--- src/rtl/branch_resolve.sv ---
// rtl/branch_resolve.sv - execute-stage branch resolution, redirect/flush control and 2-bit BHT
//
// Ports:
//   clk, rst_n          clock (rising edge), asynchronous active-low reset
//   in_valid/in_ready   EX instruction handshake; in_ready depends on FSM state only
//   in_kind             00 none, 01 conditional branch, 10 JAL, 11 JALR
//   in_pc/in_imm/in_rs1 instruction PC, sign-extended immediate, JALR base
//   in_cond             comparator result (bit 0 only)
//   in_pred_taken       direction fetch predicted for this instruction
//   pred_pc/pred_taken  fetch-side BHT lookup (combinational, no bypass)
//   redirect_valid/pc   one-cycle redirect to the corrected next PC
//   flush               kill younger IF/ID instructions
//   link_valid/data     one-cycle rd write of pc+4 for JAL/JALR
//   exc_valid/exc_pc    misaligned-target trap pending, held until trap_ack
//   trap_ack            trap handler has taken the exception
module branch_resolve #(
  parameter int REG_SIZE     = 32,
  parameter int BHT_ENTRIES  = 64,
  parameter int FLUSH_CYCLES = 2
) (
  input  logic                clk,
  input  logic                rst_n,
  input  logic                in_valid,
  output logic                in_ready,
  input  logic [1:0]          in_kind,
  input  logic [REG_SIZE-1:0] in_pc,
  input  logic [REG_SIZE-1:0] in_imm,
  input  logic [REG_SIZE-1:0] in_rs1,
  input  logic [REG_SIZE-1:0] in_cond,
  input  logic                in_pred_taken,
  input  logic [REG_SIZE-1:0] pred_pc,
  output logic                pred_taken,
  output logic                redirect_valid,
  output logic [REG_SIZE-1:0] redirect_pc,
  output logic                flush,
  output logic                link_valid,
  output logic [REG_SIZE-1:0] link_data,
  output logic                exc_valid,
  output logic [REG_SIZE-1:0] exc_pc,
  input  logic                trap_ack
);

  localparam int IDX_W = $clog2(BHT_ENTRIES);
  localparam int CNT_W = (FLUSH_CYCLES > 1) ? $clog2(FLUSH_CYCLES) : 1;

  localparam logic [1:0] KIND_NONE = 2'b00;
  localparam logic [1:0] KIND_BR   = 2'b01;
  localparam logic [1:0] KIND_JAL  = 2'b10;
  localparam logic [1:0] KIND_JALR = 2'b11;

  typedef enum logic [1:0] {
    S_IDLE  = 2'b00,
    S_FLUSH = 2'b01,
    S_TRAP  = 2'b10
  } state_t;

  state_t           state_q, state_d;
  logic [CNT_W-1:0] cnt_q, cnt_d;

  logic                accept;
  logic                is_jump;
  logic                taken;
  logic                misaligned;
  logic                mispredict;
  logic [REG_SIZE-1:0] jalr_sum;
  logic [REG_SIZE-1:0] target;
  logic [REG_SIZE-1:0] link_pc;

  logic [1:0]       bht_q [BHT_ENTRIES];
  logic [IDX_W-1:0] upd_idx;
  logic [IDX_W-1:0] rd_idx;

  // Only bit 0 of the comparator result, the index bits of pred_pc and the
  // upper bits of the JALR sum carry information.
  logic unused_bits;
  assign unused_bits = ^{in_cond[REG_SIZE-1:1], pred_pc, jalr_sum[0]};

  // Readiness is a pure state decode so fetch/decode never sees a
  // combinational path from in_valid back to in_ready.
  assign in_ready = (state_q == S_IDLE);
  assign accept   = in_valid && in_ready;

  // ------------------------------------------------------------------
  // Outcome and target
  // ------------------------------------------------------------------
  assign jalr_sum = in_rs1 + in_imm;
  assign link_pc  = in_pc + REG_SIZE'(4);
  assign is_jump  = (in_kind == KIND_JAL) || (in_kind == KIND_JALR);

  always_comb begin
    taken  = 1'b0;
    target = in_pc + in_imm;
    case (in_kind)
      KIND_BR:   taken = in_cond[0];
      KIND_JAL:  taken = 1'b1;
      KIND_JALR: begin
        taken  = 1'b1;
        target = {jalr_sum[REG_SIZE-1:1], 1'b0};
      end
      default:   taken = 1'b0;
    endcase
  end

  // A not-taken branch never faults, whatever its encoded target.
  assign misaligned = taken && (target[1:0] != 2'b00);

  // JALR targets are not predicted by fetch, so JALR always redirects.
  assign mispredict = (in_kind != KIND_NONE) &&
                      ((taken != in_pred_taken) || (in_kind == KIND_JALR));

  // ------------------------------------------------------------------
  // Control FSM
  // ------------------------------------------------------------------
  always_ff @(posedge clk or negedge rst_n) begin
    if (!rst_n) begin
      state_q <= S_IDLE;
      cnt_q   <= '0;
    end else begin
      state_q <= state_d;
      cnt_q   <= cnt_d;
    end
  end

  always_comb begin
    state_d        = state_q;
    cnt_d          = cnt_q;
    flush          = 1'b0;
    redirect_valid = 1'b0;
    exc_valid      = 1'b0;
    case (state_q)
      S_IDLE: begin
        cnt_d = '0;
        if (accept && (in_kind != KIND_NONE)) begin
          // A faulting target suppresses the redirect; the trap wins.
          if (misaligned) begin
            state_d = S_TRAP;
          end else if (mispredict) begin
            state_d = S_FLUSH;
          end
        end
      end
      S_FLUSH: begin
        flush          = 1'b1;
        redirect_valid = (cnt_q == '0);
        if (cnt_q == CNT_W'(FLUSH_CYCLES - 1)) begin
          state_d = S_IDLE;
          cnt_d   = '0;
        end else begin
          cnt_d = cnt_q + CNT_W'(1);
        end
      end
      S_TRAP: begin
        exc_valid = 1'b1;
        if (trap_ack) begin
          state_d = S_IDLE;
        end
      end
      default: begin
        state_d = S_IDLE;
        cnt_d   = '0;
      end
    endcase
  end

  // ------------------------------------------------------------------
  // Registered data outputs
  // ------------------------------------------------------------------
  always_ff @(posedge clk or negedge rst_n) begin
    if (!rst_n) begin
      redirect_pc <= '0;
      link_valid  <= 1'b0;
      link_data   <= '0;
      exc_pc      <= '0;
    end else begin
      link_valid <= 1'b0;
      if (accept) begin
        if (is_jump && !misaligned) begin
          link_valid <= 1'b1;
          link_data  <= link_pc;
        end
        if (mispredict && !misaligned) begin
          redirect_pc <= taken ? target : link_pc;
        end
        if (misaligned) begin
          exc_pc <= in_pc;
        end
      end
    end
  end

  // ------------------------------------------------------------------
  // Branch history table
  // ------------------------------------------------------------------
  assign upd_idx    = in_pc[IDX_W+1:2];
  assign rd_idx     = pred_pc[IDX_W+1:2];
  // Read sees the pre-update counter; fetch tolerates the one-cycle lag.
  assign pred_taken = bht_q[rd_idx][1];

  always_ff @(posedge clk or negedge rst_n) begin
    if (!rst_n) begin
      for (int i = 0; i < BHT_ENTRIES; i++) begin
        bht_q[i] <= 2'b01;
      end
    end else if (accept && (in_kind == KIND_BR)) begin
      // Misaligned taken branches still train the predictor.
      if (in_cond[0]) begin
        if (bht_q[upd_idx] != 2'b11) begin
          bht_q[upd_idx] <= bht_q[upd_idx] + 2'b01;
        end
      end else begin
        if (bht_q[upd_idx] != 2'b00) begin
          bht_q[upd_idx] <= bht_q[upd_idx] - 2'b01;
        end
      end
    end
  end

endmodule

--- config.mk ---
export PLATFORM = sky130hd
export DESIGN_NAME = branch_resolve
export DESIGN_NICKNAME = d
export VERILOG_FILES = /design/src/rtl/branch_resolve.sv
export SDC_FILE = /design/constraint.sdc
export NUM_CORES = 1
export LEC_CHECK = 0
export CORE_MARGIN = 1.5
export CORE_UTILIZATION = 50
export DETAILED_ROUTE_END_ITERATION = 8
export GPL_TIMING_DRIVEN = 0
export PLACE_DENSITY = 0.88
export SKIP_CTS_REPAIR_TIMING = 1
export SYNTH_ARGS = -nofsm -noshare
export SYNTH_HDL_FRONTEND = slang
export SYNTH_SLANG_ARGS = --single-unit
--- constraint.sdc ---
create_clock -name clk -period 5.25 [get_ports clk]
set_input_delay 1.05 -clock clk [delete_from_list [all_inputs] [get_ports clk]]
set_output_delay 1.05 -clock clk [all_outputs]
set_load 0.02 [all_outputs]
==> results.yml <==
hold_path:
  hold_class: "register to register"
  hp-start: "redirect_pc[25]"
clocking:
  cts_tree: "done"
  cts_made_buffers: 26
  clk_latency_ps: 570
  clock-sinks: 228
  cts.clk_slew.worst_paths_ps: 60
  ctsRootBufferMaster: "clkbuf_16"
  cts_max_level: 1
  cts_buffer_depth: 3
run:
  drv_cap: 0
placed_design:
  gp_congestion: 0.928
  hpwl_mm: 35.9
  portBuffers: 207
  pre_cts_slack_ps: -1110
  placed_cell_area_um2: 16900
yosys:
  synth_nets: 1723
  yosysSeqAreaShare_pct: 40.4
  synth_area_per_cell_um2: 9.61
  async_reset_ff_share_pct: 100
  synthFlopType: "dfrtp_1"
  yosysWarnings: 0
  synthCells: 1490
  synth-edff-count: 0
  synth.cell_area_um2: 14300
  synth_seq_cells: 228
  ys_types: 80
pwr:
  p_total_mw: 7.20
  p_leak_nw: 7.53
  ir_worst_vdd_mv: 0.270
  power.density_nw_per_um2: 400
critical_path:
  arrival_ps: 5660
  crit_path_start_kind: "input pin"
  crit_type: "input pin to register"
  crit_start: "in_pc[3]"
  critPathRequiredTime_ps: 5700
  crit_chain: "clkdlybuf4s50_1, buf_2, nor2_1, nand2_2, o22ai_1, nor4_1, o221ai_1, or3_1, ha_1, mux2_2, nor4b_4, buf_4, buf_4, nand2_2, nor2_1, mux2_2"
  path_max_fanout: 10
  slowest_delay_ps: 640
  endpoint_kind: "register"
  crit_slowest_cell: "clkdlybuf4s50_1"
  path_buf_inv: 4
  critical_path.top_delay_family: "simple AND/OR/NAND/NOR gates"
floorplanning:
  dieWidth_um: 172
  rows: 61
  die_h_um: 172
  core_um2: 28000
  die-area_um2: 29700
  io_pins: 269
  start_util_pct: 51.1
grt:
  gr-total-overflow: 0
  met3_usage_pct: 9.16
  grt_use_total_pct: 32.7
  grt_antenna_before_repair: 1
  gr-usage-met1_pct: 42.7
  grt_pass1_vias: 13123
  grt-busiest-layer: "met2"
  met2_usage_pct: 49.8
  grt_max_degree: 126
  grt_first_pass_wirelength_mm: 73.6
sta:
  max_freq_ghz: 0.192
  slew_viol_final: 0
  relSlewSlack_pct: 31.7
  setup_violations: 0
  holdWs_ps: 477
  setup_slack_ps: 43.9
  fin_worst_skew_ps: 25.7
  hold_viol: 0
  min_period_over_period_pct: 99.2
  worst_pin_slew_ps: 1020
  setup_tns_ps: 0
  min_period_ps: 5210
run_status:
  status: "finished clean"
drt:
  wl_per_cell_um: 23.1
  drc_errors: 0
  routed_via_density: 6.39
  ant_nets: 0
  vias: 13618
  drt-total-wl_mm: 49.3
  drt_iter0_drc: 1693
  dr.pass1.iters: 5
cells_and_area:
  fillers: 2153
  drive_gt1_share_pct: 18.8
  nets: 1967
  fin_area_um2: 18000
  syn_to_final_growth_pct: 25.6
## layout by cell type (no fill, tap or decap), types with 10 or more instances in the layout
cell type | Yosys | routed
ha_1 | 64 | 64
xor2_1 | 40 | 40
buf_4 | 2 | 10
a21oi_1 | 138 | 138
a22oi_1 | 30 | 30
a211oi_1 | 13 | 13
o22ai_1 | 37 | 37
a21o_1 | 30 | 30
nand4_1 | 17 | 17
o21bai_1 | 10 | 10
xnor2_1 | 43 | 42
mux2_2 | 108 | 108
dfstp_2 | 64 | 64
nor2_2 | 0 | 22
o21ai_0 | 82 | 82
dfrtp_1 | 164 | 164
nor2_1 | 180 | 158
mux4_2 | 21 | 21
clkdlybuf4s50_1 | 0 | 205
nand2_1 | 138 | 132
buf_2 | 13 | 13
clkbuf_1 | 55 | 55
nand3_1 | 28 | 27
and3_1 | 13 | 13
inv_1 | 18 | 18
a221oi_1 | 11 | 11
nor3_1 | 23 | 23
clkbuf_16 | 0 | 26
## worst paths after layout
path                            slack, ps  depth (start not counted)         endpoint
worst max-delay path                   40                         16        bht_q[45]
worst max register to register       1360                         13        bht_q[45]
min in group asynchronous             540                          1        bht_q[33]
worst min register to register        480                          2  redirect_pc[25]
worst min-delay path                  480                          2  redirect_pc[25]
max in group asynchronous            3560                          2       exc_pc[26]
## per-stage QoR
step / instances / util, %
floorplan: 1490 / -
global placement: 2075 / 60.2
detailed placement: 2077 / 60.3
CTS: 2124 / 63.6
global route: 2131 / 64.2
finish: 2132 / 64.2
## kinds of logic (layout without fill, tap and decap cells)
family | after synthesis | after routing | share of synthesized area (%)
multiplexers | 134 | 134 | 12.1
buffers and inverters | 100 | 363 | 3.12
flip-flops | 228 | 228 | 40.4
XOR/XNOR | 83 | 83 | 5.08
AND/OR/NAND/NOR | 452 | 452 | 14.1
adder cells (fa/ha/maj) | 66 | 66 | 5.87
AO/OA/AOI/OAI | 427 | 427 | 19.2
other | 0 | 1 | 0
## layer usage
| metal | vias up | part of all wire [%] |
|---|---|---|
| met2 | 945 | 44 |
| met4 | 0 | 4.8 |
| met5 | - | 0 |
| met1 | 6528 | 39 |
| li1 | 5963 | - |
| met3 | 182 | 12 |
## Yosys cell counts (13+ instances only)
| cell | count | area share [%] |
|---|---|---|
| dfstp_2 | 64 | 12 |
| a21o_1 | 30 | 1.6 |
| dfrtp_1 | 164 | 29 |
| a211oi_1 | 13 | 0.68 |
| and3_1 | 13 | 0.57 |
| ha_1 | 64 | 5.6 |
| a22oi_1 | 30 | 1.6 |
| nand4_1 | 17 | 0.74 |
| mux2_2 | 108 | 8.5 |
| xor2_1 | 40 | 2.4 |
| nand2_1 | 138 | 3.6 |
| inv_1 | 18 | 0.47 |
| a21oi_1 | 138 | 4.8 |
| nor3_1 | 23 | 0.80 |
| buf_2 | 13 | 0.45 |
| mux4_2 | 21 | 3.3 |
| nor2_1 | 180 | 4.7 |
| o22ai_1 | 37 | 1.6 |
| o21ai_0 | 82 | 2.9 |
| xnor2_1 | 43 | 2.6 |
| nand3_1 | 28 | 0.98 |
| clkbuf_1 | 55 | 1.4 |
## tightest hold or removal path: cells and delay by family, from the launching register on
kind	cells	cell delay, ps
flops	1	340
simple gates	2	100
## power by group
part           total, mW  switching (mW)  leakage (nW)  internal (mW)
clock network       1.91           0.797         0.441           1.11
registers           2.52           0.297          2.77           2.22
logic               2.77            1.51          4.31           1.26
total               7.20            2.60          7.53           4.60
## final cells by class
cell class              count  area [µm²]  area share, %
multi-input cells        1162        8190           45.5
flip-flops and latches    228        5790           32.2
repair buffers            217        2190           12.2
clock buffers              35         754           4.20
well taps                 378         473           2.63
plain buffers              80         373           2.07
clock inverters            12         148          0.821
inverters                  19        71.3          0.397
diodes                      1        2.50         0.0139
(Power assumes the default switching activity.)
